File: config.mk
export PLATFORM = sky130hd
export DESIGN_NAME = tdm_demux_14
export DESIGN_NICKNAME = d
export VERILOG_FILES = /design/src/rtl/tdm_demux_14.sv
export SDC_FILE = /design/constraint.sdc
export NUM_CORES = 1
export LEC_CHECK = 0
export CAP_MARGIN = 40
export CORE_MARGIN = 1
export CORE_UTILIZATION = 35
export CTS_CLUSTER_SIZE = 12
export DETAILED_ROUTE_END_ITERATION = 7
export HOLD_SLACK_MARGIN = 0.1
export PLACE_DENSITY_LB_ADDON = 0.05
export SYNTH_ARGS = -nofsm -noshare
export SYNTH_HDL_FRONTEND = slang
export SYNTH_SLANG_ARGS = --single-unit
File: constraint.sdc
create_clock -name clk -period 1.75 [get_ports clk]
set_clock_uncertainty 0.2 [all_clocks]
set_input_delay 0.35 -clock clk [delete_from_list [all_inputs] [get_ports clk]]
set_output_delay 0.35 -clock clk [all_outputs]
set_load 0.01 [all_outputs]
File: src/rtl/tdm_demux_14.sv
// tdm_demux_14: 4:1 TDM receive deserialiser; optional frame counter enabled by TDM_FRAME_CNT_EN
module tdm_demux_14 #(
  parameter int WIDTH = 1
) (
  input  logic             clk,
  input  logic             rst_n,
  input  logic             en,
  input  logic [WIDTH-1:0] din,
  input  logic             frame_sync,
  output logic [1:0]       sel,
  output logic [WIDTH-1:0] y_a,
  output logic [WIDTH-1:0] y_b,
  output logic [WIDTH-1:0] y_c,
  output logic [WIDTH-1:0] y_d,
  output logic             frame_valid,
  output logic             sync_err,
  output logic             locked
`ifdef TDM_FRAME_CNT_EN
  ,
  output logic [7:0]       frame_cnt
`endif
);
  typedef enum logic {IDLE, RUN} state_t;
  state_t state, state_n;
  logic [1:0] slot, slot_n, idx;
  logic [WIDTH-1:0] h0, h1, h2;
  logic resync, wrap, capture;
  assign sel = slot;
  assign locked = state == RUN;
  // next state, slot advance and per-edge action decode
  always_comb begin
    state_n = (en && frame_sync) ? RUN : state;
    resync = en && state == RUN && frame_sync && slot != 2'd0;
    wrap = en && state == RUN && !resync && slot == 2'd3;
    capture = en && (state == RUN || frame_sync);
    idx = resync ? 2'd0 : slot;
    slot_n = !capture ? slot : resync ? 2'd1 : slot + 2'd1;
  end
  // state register; only reset leaves RUN
  always_ff @(posedge clk) begin
    if (!rst_n) state <= IDLE;
    else state <= state_n;
  end
  // slot counter, holding registers, frame outputs and pulses
  always_ff @(posedge clk) begin
    if (!rst_n) begin
      slot <= '0;
      h0 <= '0;
      h1 <= '0;
      h2 <= '0;
      y_a <= '0;
      y_b <= '0;
      y_c <= '0;
      y_d <= '0;
      frame_valid <= 1'b0;
      sync_err <= 1'b0;
    end else begin
      slot <= slot_n;
      frame_valid <= wrap;
      sync_err <= resync;
      if (capture && idx == 2'd0) h0 <= din;
      if (capture && idx == 2'd1) h1 <= din;
      if (capture && idx == 2'd2) h2 <= din;
      if (wrap) begin
        y_a <= h0;
        y_b <= h1;
        y_c <= h2;
        y_d <= din;
      end
    end
  end
`ifdef TDM_FRAME_CNT_EN
  // count completed frames, wrapping at 8 bits
  always_ff @(posedge clk) begin
    if (!rst_n) frame_cnt <= '0;
    else if (wrap) frame_cnt <= frame_cnt + 8'd1;
  end
`endif
endmodule

==> results.py <==
metrics = {
    "sta": {
        "hold_viol": 0,
        "fin_crit_sh_pct": 97.1,
        "hold_slack_ns": 0.270,
        "slew-limit-headroom_pct": 84.0,
        "worst_pin_slew_ns": 0.237,
        "finalSetupViolations": 0,
        "setup_ws_ns": 0.0506,
        "rsz0062_at_grt": "false",
        "finalCriticalPeriod_ns": 1.70,
        "fmax_ghz": 0.588,
        "drv_slew": 0,
    },
    "floorplanning": {
        "ios": 14,
        "coreArea_mm2": 0.00138,
        "start_util_pct": 39.9,
        "die_x_um": 41.7,
        "std_cell_rows": 13,
        "fp.dieArea_mm2": 0.00174,
        "die_h_um": 41.7,
    },
    "clocking": {
        "clockBufferDepth": 2,
        "cts.sinks": 12,
        "cts_setup_buffers": 0,
        "tritoncts": "built",
        "cts-root-buf": "clkbuf_4",
        "clk_latency_ns": 0.27,
        "cts_buffers": 3,
        "htree_levels": 1,
        "path_clk_slew_ns": 0.08,
    },
    "hold_path": {
        "min_path_type": "flop to flop",
    },
    "yosys": {
        "ys_types": 24,
        "ys_ff_latch": 12,
        "async_flop_share_pct": 0,
        "syn-num-nets": 58,
        "synth_warnings": 0,
        "synth_top_flop_cell": "dfxtp_1",
        "netlist_area_um2": 552,
        "syn_avg_cell_area_um2": 10.8,
        "synthTopCellsByArea": "dfxtp_1 (44%), mux2i_1 (11%), nor2_1 (4.8%)",
        "synth-edff-count": 0,
        "synth_top_area_share_pct": 43.5,
        "postSynthCellCount": 51,
        "seq_area_frac_synth_pct": 43.5,
        "yosysTopAreaCell": "dfxtp_1",
    },
    "pwr": {
        "power_frac_seq_pct": 46.3,
        "p_per_area_mw_per_mm2": 735,
        "ir_drop_v": 0.000443,
        "fin_total_pwr_uw": 618,
        "p_sw_uw": 150,
        "switching_share_pct": 24.3,
        "p_comb_share_pct": 17.7,
        "clock_power_share_pct": 35.9,
        "p_leak_nw": 0.413,
        "power.internal_uw": 468,
    },
    "global_routing": {
        "grt_pass1_wl_um": 1950,
        "gr-total-overflow": 0,
        "antenna_found_initial": 0,
        "first_global_vias": 424,
        "grt_use_total_pct": 15.4,
        "grt_max_degree": 9,
    },
    "final_layout": {
        "final_common_cell": "buf_4",
        "final_cells": 96,
        "fillCellCount": 122,
        "syn_to_final_growth_pct": 52.4,
        "final_cell_mix": "buf_4 (13), dfxtp_1 (11), clkdlybuf4s50_1 (8)",
        "num_antenna_cells": 0,
        "nets": 89,
        "drive_gt1_share_pct": 33.3,
    },
    "placed_design": {
        "routabilityCongestion": 0.754,
        "port_buffers": 13,
        "dp_hpwl_um": 882,
        "place_ws_ns": -0.156,
        "placed_cells_incl_taps": 92,
    },
    "setup_path": {
        "worstPathMaxFanout": 2,
        "worst-setup-path-type": "flop to primary output",
        "cp_data_arrival_time_ns": 1.15,
        "crit_required_ns": 1.20,
        "cp-start-kind": "flop",
        "path_delay_family": "buffers and inverters",
        "cp_slowest_cell": "clkdlybuf4s50_1",
        "critical-path-max-stage-delay_ns": 0.53,
        "endpoint_kind": "primary output",
        "path_buf_inv": 1,
        "path_cells": "clkdlybuf4s50_1",
    },
    "status": {
        "status": "complete, no violations",
    },
    "detailed_routing": {
        "antenna_left": 0,
        "drc": 0,
        "routed_wl_um": 1140,
        "drt_iter0_drc": 4,
        "wl_per_cell_um": 11.9,
        "drt_pass1_iterations": 2,
        "vias": 477,
        "viasPerCell": 4.97,
    },
    "flow_run": {
        "maxCapViolCount": 0,
    },
}
## per-layer routing
layer  global-route usage (%)  part of all wire [%]
met2                     19.4                    39
met5                        0                     0
met3                     5.65                   5.6
met4                     11.6                   2.9
met1                     20.7                    53
## logic make-up after synthesis
family | Yosys count | share of synthesized area, %
AOI/OAI and AO/OA | 9 | 16.1
adders and majority gates | 2 | 4.53
buffers and inverters | 3 | 2.04
DFF | 12 | 43.5
muxes | 7 | 13.6
and+or+nand+nor | 18 | 20.2
## final cells by class
class                      instances  area (um2)  area share [%]
inverter                           3        11.3            1.34
timing repair buffer              26         233            27.7
tap                               15        18.8            2.23
clock buffer                       4        36.3            4.32
sequential                        12         241            28.7
multi-input combinational         36         300            35.7
## final timing paths
check | slack, ns | depth (start not counted) | startpoint | end
max | 0.05 | 1 | y_d | y_d
min | 0.27 | 2 | h0 | h0
max reg2reg | 0.13 | 6 | sel[1] | sel[0]
min reg2reg | 0.27 | 2 | h0 | h0
## sequential cells by signal, indices dropped and copies added, names as in the netlist
name,cells
y_a,1
h1,1
h2,1
y_d,1
sel,2
h0,1
frame_valid,1
y_b,1
y_c,1
sync_err,1
locked,1
## synthesized netlist by cell type, types with 2 or more instances
master	number
nor2_1	7
ha_1	2
nand2_1	3
dfxtp_1	12
mux2i_1	6
inv_1	3
## power by group through the flow
stage	logic (mW)	registers (mW)	clock network, mW
final	0.110	0.286	0.222
after CTS	0.110	0.287	0.232
after floorplan	0.0435	0.299	0
after global routing	0.119	0.288	0.249
after global placement	0.113	0.293	0
after detailed placement	0.112	0.293	0
## metrics by stage
step,utilization [%],instance area (um2),setup TNS (ns)
2_1_floorplan,-,552,0
3_3_place_gp,57.7,798,-0.792
3_5_place_dp,57.7,798,-1.08
4_1_cts,60.3,833,0
5_1_grt,60.8,841,0
6_report,60.8,841,0
## repair_timing
action,CTS,global route
setup endpoints to repair,2,3
hold buffers,0,0
gates resized for setup,3,3
Power figures use the tool's default switching activity.
